--- config.mk ---
export PLATFORM = sky130hd
export DESIGN_NAME = gpio_uart_tx
export DESIGN_NICKNAME = d
export VERILOG_FILES = /design/src/rtl/gpio_uart_tx.sv
export SDC_FILE = /design/constraint.sdc
export NUM_CORES = 1
export LEC_CHECK = 0
export CORE_MARGIN = 1.5
export CORE_UTILIZATION = 53
export DETAILED_ROUTE_END_ITERATION = 8
export GPL_TIMING_DRIVEN = 0
export PLACE_DENSITY = 0.73
export SKIP_CTS_REPAIR_TIMING = 1
export SLEW_MARGIN = 20
export SYNTH_ARGS = -nofsm -noshare
export SYNTH_HDL_FRONTEND = slang
export SYNTH_SLANG_ARGS = --single-unit
--- constraint.sdc ---
create_clock -name clk -period 2.85 [get_ports clk]
set_input_delay 0.4275 -clock clk [delete_from_list [all_inputs] [get_ports clk]]
set_output_delay 0.4275 -clock clk [all_outputs]
set_load 0.02 [all_outputs]
--- src/rtl/gpio_uart_tx.sv ---
// gpio_uart_tx
//   Serial output stage for the GPIO port. Each 32-bit word written through
//   wr_en is queued in a small circular FIFO and then sent on an 8N1 UART
//   line as four bytes, least-significant byte first. Consecutive words
//   and bytes are sent back to back, with no idle time between them.
//
// Parameters
//   CLKS_PER_BIT  clock cycles per UART bit (>= 1)
//   FIFO_DEPTH    FIFO word entries (power of two, >= 2)
//
// Ports
//   clk       system clock, rising edge
//   rst       asynchronous active-high reset
//   salida    GPIO word to transmit
//   wr_en     push salida into the FIFO this cycle
//   tx        UART serial line (registered, idle high)
//   busy      FIFO non-empty or serializer active
//   full      FIFO holds FIFO_DEPTH words (registered)
//   overflow  sticky flag: a write was dropped because the FIFO was full
module gpio_uart_tx #(
  parameter int CLKS_PER_BIT = 434,
  parameter int FIFO_DEPTH   = 4
) (
  input  logic        clk,
  input  logic        rst,
  input  logic [31:0] salida,
  input  logic        wr_en,
  output logic        tx,
  output logic        busy,
  output logic        full,
  output logic        overflow
);

  localparam int PTR_W  = $clog2(FIFO_DEPTH);
  localparam int CNT_W  = PTR_W + 1;
  // Keep the baud counter at least one bit wide so CLKS_PER_BIT=1 still works.
  localparam int BAUD_W = (CLKS_PER_BIT > 1) ? $clog2(CLKS_PER_BIT) : 1;

  localparam logic [BAUD_W-1:0] BAUD_LAST = BAUD_W'(CLKS_PER_BIT - 1);
  localparam logic [CNT_W-1:0]  DEPTH_C   = CNT_W'(FIFO_DEPTH);

  typedef enum logic [1:0] {IDLE, START, DATA, STOP} state_t;

  // FIFO storage and bookkeeping
  logic [31:0]      mem [FIFO_DEPTH];
  logic [PTR_W-1:0] wr_ptr_reg;
  logic [PTR_W-1:0] rd_ptr_reg;
  logic [CNT_W-1:0] count_reg;
  logic [CNT_W-1:0] count_next;
  logic             full_reg;
  logic             overflow_reg;

  // Serializer
  state_t           state_reg;
  logic [BAUD_W-1:0] baud_cnt_reg;
  logic [2:0]       bit_idx_reg;
  logic [1:0]       byte_idx_reg;
  logic [31:0]      shift_reg;
  logic             tx_reg;

  logic        baud_done;
  logic        fifo_empty;
  logic        push;
  logic        pop;
  logic [31:0] head_word;
  logic [7:0]  cur_byte;
  logic [2:0]  bit_idx_inc;

  assign baud_done   = (baud_cnt_reg == BAUD_LAST);
  assign fifo_empty  = (count_reg == '0);
  assign head_word   = mem[rd_ptr_reg];
  assign cur_byte    = shift_reg[7:0];
  assign bit_idx_inc = bit_idx_reg + 3'd1;

  // full_reg always mirrors the pre-edge count, so a write to a full FIFO
  // is dropped even when the serializer pops in the same cycle.
  assign push = wr_en & ~full_reg;

  // The serializer pops either from IDLE or at the end of the last stop bit
  // of a word, which keeps consecutive words contiguous on the line.
  assign pop = ~fifo_empty &
               ((state_reg == IDLE) |
                ((state_reg == STOP) & baud_done & (byte_idx_reg == 2'd3)));

  always_comb begin
    count_next = count_reg;
    case ({push, pop})
      2'b10:   count_next = count_reg + CNT_W'(1);
      2'b01:   count_next = count_reg - CNT_W'(1);
      default: count_next = count_reg;
    endcase
  end

  // Storage has no reset; a reset simply rewinds the pointers and count.
  always_ff @(posedge clk) begin
    if (push) begin
      mem[wr_ptr_reg] <= salida;
    end
  end

  always_ff @(posedge clk or posedge rst) begin
    if (rst) begin
      wr_ptr_reg   <= '0;
      rd_ptr_reg   <= '0;
      count_reg    <= '0;
      full_reg     <= 1'b0;
      overflow_reg <= 1'b0;
    end else begin
      // Pointers wrap naturally because FIFO_DEPTH is a power of two.
      if (push) wr_ptr_reg <= wr_ptr_reg + PTR_W'(1);
      if (pop)  rd_ptr_reg <= rd_ptr_reg + PTR_W'(1);
      count_reg    <= count_next;
      full_reg     <= (count_next == DEPTH_C);
      overflow_reg <= overflow_reg | (wr_en & full_reg);
    end
  end

  always_ff @(posedge clk or posedge rst) begin
    if (rst) begin
      state_reg    <= IDLE;
      baud_cnt_reg <= '0;
      bit_idx_reg  <= '0;
      byte_idx_reg <= '0;
      shift_reg    <= '0;
      tx_reg       <= 1'b1;
    end else begin
      case (state_reg)
        IDLE: begin
          baud_cnt_reg <= '0;
          tx_reg       <= 1'b1;
          if (pop) begin
            shift_reg    <= head_word;
            byte_idx_reg <= 2'd0;
            state_reg    <= START;
            tx_reg       <= 1'b0;
          end
        end

        START: begin
          if (baud_done) begin
            baud_cnt_reg <= '0;
            bit_idx_reg  <= 3'd0;
            state_reg    <= DATA;
            tx_reg       <= cur_byte[0];
          end else begin
            baud_cnt_reg <= baud_cnt_reg + BAUD_W'(1);
          end
        end

        DATA: begin
          if (baud_done) begin
            baud_cnt_reg <= '0;
            if (bit_idx_reg == 3'd7) begin
              state_reg <= STOP;
              tx_reg    <= 1'b1;
            end else begin
              bit_idx_reg <= bit_idx_inc;
              tx_reg      <= cur_byte[bit_idx_inc];
            end
          end else begin
            baud_cnt_reg <= baud_cnt_reg + BAUD_W'(1);
          end
        end

        STOP: begin
          if (baud_done) begin
            baud_cnt_reg <= '0;
            if (byte_idx_reg != 2'd3) begin
              // Next byte of the same word moves into the low byte.
              shift_reg    <= {8'd0, shift_reg[31:8]};
              byte_idx_reg <= byte_idx_reg + 2'd1;
              state_reg    <= START;
              tx_reg       <= 1'b0;
            end else if (pop) begin
              shift_reg    <= head_word;
              byte_idx_reg <= 2'd0;
              state_reg    <= START;
              tx_reg       <= 1'b0;
            end else begin
              state_reg <= IDLE;
              tx_reg    <= 1'b1;
            end
          end else begin
            baud_cnt_reg <= baud_cnt_reg + BAUD_W'(1);
          end
        end

        default: begin
          state_reg <= IDLE;
          tx_reg    <= 1'b1;
        end
      endcase
    end
  end

  assign tx       = tx_reg;
  assign busy     = ~fifo_empty | (state_reg != IDLE);
  assign full     = full_reg;
  assign overflow = overflow_reg;

endmodule

* Word level (Yosys, flattened, before mapping) *
Memories as Yosys holds them, arrays and structs flattened.
Index checks and enable logic that the tools add are counted.

word-level totals
  register bits after elaboration = 58
  bits in writable memories = 128
  bits of input ports = 35
  output and inout bits = 4
  word-level logic and storage cells = 90
  memories kept = 1

cells by class
  add/subtract/negate cells = 7
  order comparisons = 1
  equal/unequal tests = 16
  multiplexer cells = 34
  bitwise operators = 10
  reduce and logical (&&, ||, !) cells = 10

memories
  name  words  width  read ports  clocked after memory_dff  wr ports  RTL line  RTL
  mem   4      32     1           0                         1         45        logic [31:0] mem [FIFO_DEPTH];

operators with widths
  operator               count
  $mux W32               3
  $pmux W32 S2           1
  $pmux W9 S2            1
  $mux W2                8
  $ne A2 B2 Y1 const B   7
  $pmux W3 S2            2
  $mux W1                11
  $add A9 B1 Y9 const B  1
  $eq A9 B9 Y1 const B   1
  $mux W3                3
  $mux W9                1
  $eq A2 B2 Y1 const B   4
  $pmux W2 S4            1
  $add A2 B1 Y2 const B  3
  $add A3 B1 Y3 const B  2
  $eq A3 B3 Y1 const B   2
  $reduce_bool A2 Y1     3
  $and A1 B1 Y1          5
  $reduce_and A5 Y1      1
  $eq A2 B1 Y1 const B   2
  $lt A3 B4 Y1 const B   1
  $pmux W1 S4            1
  $pmux W2 S2            1
  $reduce_and A4 Y1      1
  other kinds (9)        12

* Longest topological paths before layout *
Gate-level depths: netlist of run 1.

  depth after elaboration = 9
  gate-level depth with buffers = 12
  mapped depth without buffers = 12

* Worst setup path after synthesis of run 1 *
OpenSTA, ideal clock, no wires.

  kind = flip-flop to flip-flop
  start point = register state_reg[0]
  end point = register full_reg, in the netlist full
  setup time = 0.088 ns
  arrival time = 2.370 ns
  required time = 2.762 ns
  slack = 0.391 ns
  cell stages (with the launch flop) = 13
  path buffers = 1
  period minus slack after synthesis = 2.459 ns
  cells stage by stage = dfrtp_1 -> ha_1 -> clkbuf_1 -> nand2_1 -> nor3_2 -> o21a_1 -> ha_1 -> inv_1 -> fa_1 -> xor2_1 -> nor2_1 -> xor2_1 -> nor3b_1

between the ends
  word-level cells in the longest chain between the ends = 8
  elaborated cells between the ends (all ways) = 10
  those cells by class = 4 x eq/ne; 1 x mux; 4 x bitwise; 1 x reduce/logical

ends and longest elaborated chain
  item                                          RTL line  RTL
  start, declared                               54        state_t state_reg;
  start signal, assigned                        120       state_reg <= IDLE;
  start signal, assigned                        134       state_reg <= START;
  start signal, assigned                        143       state_reg <= DATA;
  $eq A2 B2 Y1                                  83        ((state_reg == STOP) & baud_done & (byte_idx_reg == 2'd3)));
  $and A1 B1 Y1 (2 in a row)                    83
  $or A1 B1 Y1 *                                82        ((state_reg == IDLE) |
  $and A1 B1 Y1 *                               81        assign pop = ~fifo_empty &
  $eq A2 B1 Y1 or $eq A2 B2 Y1 (tied branches)  87        case ({push, pop})
  $pmux W3 S2 *                                 87
  net count_next[2]                             49        logic [CNT_W-1:0] count_next;
  $eq A3 B3 Y1 *                                113       full_reg <= (count_next == DEPTH_C);
  end signal, assigned                          113
  end, declared                                 50        logic full_reg;

The timed path passes the listed nets; every way through them passes the cells marked *.
A chain may end at the register's enable or synchronous reset.

* Worst setup path in the final report of run 1 *
  start point = register state_reg[0]
  end point = output port busy

between the ends
  word-level cells in the longest chain between the ends = 2

ends and longest elaborated chain
  item                RTL line  RTL
  $reduce_bool A2 Y1  197       assign busy = ~fifo_empty | (state_reg != IDLE);
  $or A1 B1 Y1        197
  end, declared       29        output logic busy,

Every way passes these cells.

==> metrics.md, run 1 <==
| Metric | Value |
|---|---|
| Seq/Total Area, Yosys | `69.9%` |
| Slew @ Worst Pin | `718 ps` |
| Skew final | `3.76 ps` |
| Top-count cell post-synth | `edfxtp_1` |
| Routed met3 length | `437 µm` |
| Dpl hpwl | `9040 µm` |
| Setup violations, final | `0` |
| Synthesized Nets | `487` |
| Via density | `5.82` |
| Hold Path Cell Cnt | `1` |
| Final RePlAce weighted congestion | `0.830` |
| Max-slew violation count | `0` |
| Antenna-violating nets left | `0` |
| Critical-path cell list | `inv_1 -> ha_2 -> nor4b_4 -> inv_1 -> clkdlybuf4s50_1` |
| Total number of vias | `4,020` |
| Reg clk slew, reported paths | `60 ps` |
| Synth area leaders | `edfxtp_1 (51%), dfrtp_1 (19%), mux4_2 (9.8%)` |
| Num ports | `39` |
| Leading register cell type out of synthesis | `edfxtp_1` |
| Post-synth cell types | `49` |
| Crit share post-route | `94.5%` |
| Final nets | `548` |
| Total GRT Usage | `20.3%` |
| Hold/Removal Path Class | `flop to flop` |
| Leak | `3.18 nW` |
| EDFF count, synth | `128` |
| Synth Area in Compound Gates | `7.08%` |
| Area of the die | `15,000 µm²` |
| Core ar. | `13,900 µm²` |
| Root Buffer | `clkbuf_16` |
| Slew HR | `52.1%` |
| Die height | `123 µm` |
| Critical path class | `flop to output pin` |
| CP required | `2420 ps` |
| Share of cells above drive strength 1 | `22.5%` |
| FF-to-FF path depth | `13` |
| Peak fanout along the critical path | `7` |
| DRC violations left | `0` |
| PwrDens | `1000 nW/µm²` |
| DP Cell Count | `659` |
| Placement Cell Area | `8270 µm²` |
| Worst vdd ir | `0.649 mV` |
| Max Clk Rate | `371 MHz` |
| Main combinational cell family by area after synthesis | `multiplexers` |
| Global-route wire length before repair | `22,200 µm` |
| Congestion Overflow GR | `0` |
| CTS HTree Levels | `4` |
| #FFs+latches synth | `186` |
| Worst EP arrival | `2270 ps` |
| Capturing element type of the critical path | `output pin` |
| Initial DRT Pass Iterations | `4` |
| Max-Cap Viols | `0` |
| CP max stage delay | `550 ps` |
| Post-synthesis adder-cell area fraction | `2.58%` |
| TritonCTS clock tree | `built` |
| RSZ-0062 raised after global routing | `no` |
| Cells after Synth | `437` |
| Clk buf depth | `2` |
| Final Hold Fails | `0` |
| Critical path's most frequent cell | `inv_1` |
| Startpoint types | `flop` |
| Synth cell count leaders | `edfxtp_1 (128), dfrtp_1 (57), mux4_2 (33)` |
| DIE WIDTH | `123 µm` |
| Placement row count | `43` |
| Cell count along the critical path | `5` |
| Finished Layout Cells | `691` |
| Area delta synth->final | `17.4%` |
| Max reg flops | `128` |
| Worst-Skew Late Latency | `420 ps` |
| Simple-gate share of the synthesized area | `5.28%` |
| Inserted Clock Buffers | `17` |
| Syn Std Cell Area | `7580 µm²` |
| Min Tclk post-route | `2690 ps` |
| Vias in the first global route | `4,231` |
| Fin area | `8900 µm²` |
| Routed wire length | `13,900 µm` |
| Drt initial violations | `274` |
| Number of port buffers | `38` |
| Async SR Flop Fraction | `31.2%` |
| Yosys top cell area share | `50.7%` |
| Mux cell area share after synthesis | `11.0%` |
| Detailed-route wire length per cell | `20.1 µm` |
| Starting Density | `54.4%` |
| Largest net degree at the start of global routing | `59` |
| Initial antenna violation count | `0` |
| Syn_area_per_cell | `17.3 µm²` |
| DR WL met2 | `7040 µm` |
| Synth Area in XOR/XNOR | `1.27%` |
| Crit path max-delay family | `buffers and inverters` |
| Status | `finished, final reports clean` |
| Yosys top cell by area | `edfxtp_1` |
| Synth warnings | `0` |
| Uppermost layer routed | `met4` |
| CP bufs+invs | `3` |
| CP max-delay cell | `clkdlybuf4s50_1` |
| ANT cells | `0` |
| Clock Sinks | `186` |
| M1 WL | `6110 µm` |
## layout make-up
class	count	area, µm²
flip-flops and latches	186	5300
fillers	970	5040
multi-input cells	199	2100
repair buffers	43	468
clock buffers	24	462
well taps	180	225
clock inverters	8	121
inverters	31	119
plain buffers	20	103
## metrics by stage
stage	setup TNS (ps)	utilization (%)	power, mW	hold WS [ps]	setup slack (ps)
floorplan	0	-	5.78	453	391
global placement	-42720	58.7	6.40	445	-331
detailed placement	-23.1	59.4	6.58	450	-23.1
CTS	-79.5	63.5	8.92	464	-79.5
global route	0	63.9	9.33	506	7.61
finish	0	63.9	8.90	456	156
## routing by layer
| metal | track usage, % | up-vias |
|---|---|---|
| met5 | 0 | - |
| met4 | 8.50 | 0 |
| li1 | - | 1829 |
| met2 | 33.4 | 66 |
| met3 | 4.37 | 20 |
| met1 | 26.4 | 2105 |
## final timing paths
check,start,slack (ps),to
max in group asynchronous,rst,1900,shift_reg[21]
setup reg to reg,baud_cnt_reg[1],220,full
hold reg to reg,overflow,460,overflow
setup / recovery,state_reg[0],160,busy
min in group asynchronous,rst,480,shift_reg[8]
hold / removal,overflow,460,overflow
## power breakdown
| group | switching, mW | internal [mW] |
|---|---|---|
| Combinational | 1.37 | 1.27 |
| Sequential | 0.296 | 3.62 |
| Clock | 0.938 | 1.40 |
## placed cells by master, fill, tap and decap left out, types with 9 or more instances in the layout
master           instances
buf_2                   10
clkbuf_1                14
clkbuf_16               17
clkdlybuf4s50_1         38
dfrtp_1                 57
edfxtp_1               128
ha_1                    12
inv_1                   30
mux4_2                  33
nand3_1                 13
nor2_1                  13
o221a_1                 20
o22ai_1                  9
or2_2                   16
## cells by family (layout without fill, tap and decap cells)
group	count (synthesis)	after routing
flip-flops	186	186
AO/OA/AOI/OAI	62	62
AND/OR/NAND/NOR	70	70
XOR/XNOR	11	11
adder cells (fa/ha/maj)	15	15
buffers and inverters	52	126
multiplexers	41	41
Note: power is estimated with default switching activity, not from simulation.
==> run 2: changes to the inputs <==
--- a/config.mk
+++ b/config.mk
@@ -5,7 +5,7 @@
 export SDC_FILE = /design/constraint.sdc
 export NUM_CORES = 1
 export LEC_CHECK = 0
-export CORE_MARGIN = 1.5
+export CORE_MARGIN = 4
 export CORE_UTILIZATION = 53
 export DETAILED_ROUTE_END_ITERATION = 8
 export GPL_TIMING_DRIVEN = 0
==> run 2 against run 1 <==
Compared with the run above: critical endpoint unchanged; total power is 0.44% lower; combinational power hardly changed; largest cell class unchanged; critical path type unchanged; routed wire length is 1.1% lower; worst setup slack worse by 38 ps; core utilization is 0.12 points higher.
==> metrics.md, run 2 (synthesized netlist as in run 1, its figures left out) <==
| Metric | Value |
|---|---|
| Startpoint types | `flop` |
| CP bufs+invs | `3` |
| Share of cells above drive strength 1 | `23.8%` |
| Critical path's most frequent cell | `inv_1` |
| Total number of vias | `3,998` |
| Worst-Skew Late Latency | `430 ps` |
| Final Core Density | `64.0%` |
| Detailed-route wire length per cell | `19.8 µm` |
| Leak | `3.18 nW` |
| DIE WIDTH | `128 µm` |
| Most common cell after layout, fill and taps aside | `edfxtp_1` |
| Routed wire length | `13,700 µm` |
| Placement Setup Slack | `54.5 ps` |
| Placement row count | `43` |
| Critical path class | `flop to output pin` |
| Area delta synth->final | `17.6%` |
| Worst EP arrival | `2300 ps` |
| Slew @ Worst Pin | `803 ps` |
| CP max stage delay | `550 ps` |
| Die height | `128 µm` |
| RSZ-0062 raised after global routing | `yes` |
| Total power | `8.86 mW` |
| PnR worst setup slack | `118 ps` |
| Reg clk slew, reported paths | `60 ps` |
| Congestion Overflow GR | `0` |
| Clock Power Share | `26.1%` |
| Setup violations, final | `0` |
| Fillers | `983` |
| Crit path max-delay family | `buffers and inverters` |
| Sequential Power Share | `44.0%` |
| Total GRT Usage | `18.3%` |
| Capturing element type of the critical path | `output pin` |
| Sw frac | `29.8%` |
| Via density | `5.78` |
| Crit share post-route | `95.9%` |
| Commonest non-fill, non-tap cells in the layout | `edfxtp_1 (128), dfrtp_1 (57), clkdlybuf4s50_1 (38), mux4_2 (33), inv_1 (30)` |
| Status | `finished, final reports clean` |
| Max-Cap Viols | `0` |
| Internal Pwr Total | `6.22 mW` |
| Skew final | `5.95 ps` |
| CP required | `2420 ps` |
| CTS HTree Levels | `4` |
| Drt initial violations | `272` |
| Max reg flops | `128` |
| Num ports | `39` |
| Final Hold Fails | `0` |
| Antenna-violating nets left | `0` |
| Slew HR | `46.5%` |
| Final nets | `549` |
| DRC violations left | `0` |
| Combinational share of power | `29.8%` |
| Root Buffer | `clkbuf_16` |
| Clk buf depth | `2` |
| Number of port buffers | `38` |
| Footprint of the multi-input gates | `2090 µm²` |
| Vias in the first global route | `4,222` |
| Reg area | `5300 µm²` |
| Max-slew violation count | `0` |
| TritonCTS clock tree | `built` |
| Core ar. | `13,900 µm²` |
| Starting Density | `54.4%` |
| Initial DRT Pass Iterations | `4` |
| Clock Sinks | `186` |
| Switching power | `2.64 mW` |
| Initial antenna violation count | `0` |
| ANT cells | `0` |
| Max Clk Rate | `366 MHz` |
| Dpl hpwl | `9140 µm` |
| CP max-delay cell | `clkdlybuf4s50_1` |
| Largest net degree at the start of global routing | `59` |
| PwrDens | `994 nW/µm²` |
| Min Tclk post-route | `2730 ps` |
| Peak fanout along the critical path | `7` |
| Worst vdd ir | `0.609 mV` |
| Final RePlAce weighted congestion | `0.793` |
| Inserted Clock Buffers | `17` |
| Global-route wire length before repair | `22,500 µm` |
| Critical-path cell list | `inv_1 -> ha_1 -> nor4b_4 -> inv_1 -> clkdlybuf4s50_1` |
| Hold/Removal Path Class | `flop to flop` |
| Area of the die | `16,300 µm²` |
run 2: cell count changes in the layout (fill, tap and decap cells not counted):
| cell | delta |
|---|---|
| ha_4 | -1 |
| buf_4 | +1 |
| ha_2 | +1 |
| clkinv_4 | +4 |
| buf_12 | -3 |
| clkinvlp_4 | -1 |
| nor3_2 | +1 |
| inv_6 | +2 |
| clkbuf_1 | -6 |
| bufinv_16 | -1 |
| buf_16 | +3 |
| clkinv_2 | +2 |
| nor3_4 | -1 |
run 2: worst paths after layout:
| check | start | slack, ps | endpoint | cells after the start |
|---|---|---|---|---|
| max | state_reg[0] | 120 | busy | 5 |
| min | overflow | 460 | overflow | 1 |
| max in group asynchronous | rst | 1900 | rd_ptr_reg[0] | 2 |
| min in group asynchronous | rst | 490 | shift_reg[0] | 2 |
| min reg2reg | overflow | 460 | overflow | 1 |
| max reg2reg | baud_cnt_reg[2] | 200 | full | 10 |
run 2: cell type report:
type | instances | share of cell area [%]
flip-flops and latches | 186 | 59.4
well taps | 180 | 2.53
multi-input cells | 199 | 23.4
clock inverters | 14 | 1.64
inverters | 31 | 1.33
repair buffers | 44 | 5.59
plain buffers | 20 | 1.15
clock buffers | 18 | 4.93
run 2: routing by layer:
metal | routed length (µm) | global-route usage (%) | share of wire (%)
met5 | 0 | 0 | 0
met4 | 184 | 5.18 | 1.3
met3 | 468 | 5.23 | 3.4
met2 | 6890 | 29.8 | 50
met1 | 6180 | 24.6 | 45
run 2: stage by stage:
stage	area [µm²]	hold slack (ps)	std cells	TNS (ps)
after floorplan	7580	453	437	0
final	8910	463	692	0
after CTS	8880	470	691	0
after detailed placement	8290	455	659	0
after global routing	8910	499	692	-23.2
after global placement	8180	447	655	-45940
run 2: power groups by stage:
| stage | logic (mW) | clock network, mW | registers, mW |
|---|---|---|---|
| after floorplan | 1.91 | 0 | 3.87 |
| after global placement | 2.49 | 0 | 3.92 |
| after detailed placement | 2.65 | 0 | 3.94 |
| after CTS | 2.66 | 2.34 | 3.89 |
| after global routing | 2.90 | 2.48 | 3.97 |
| final | 2.64 | 2.31 | 3.90 |
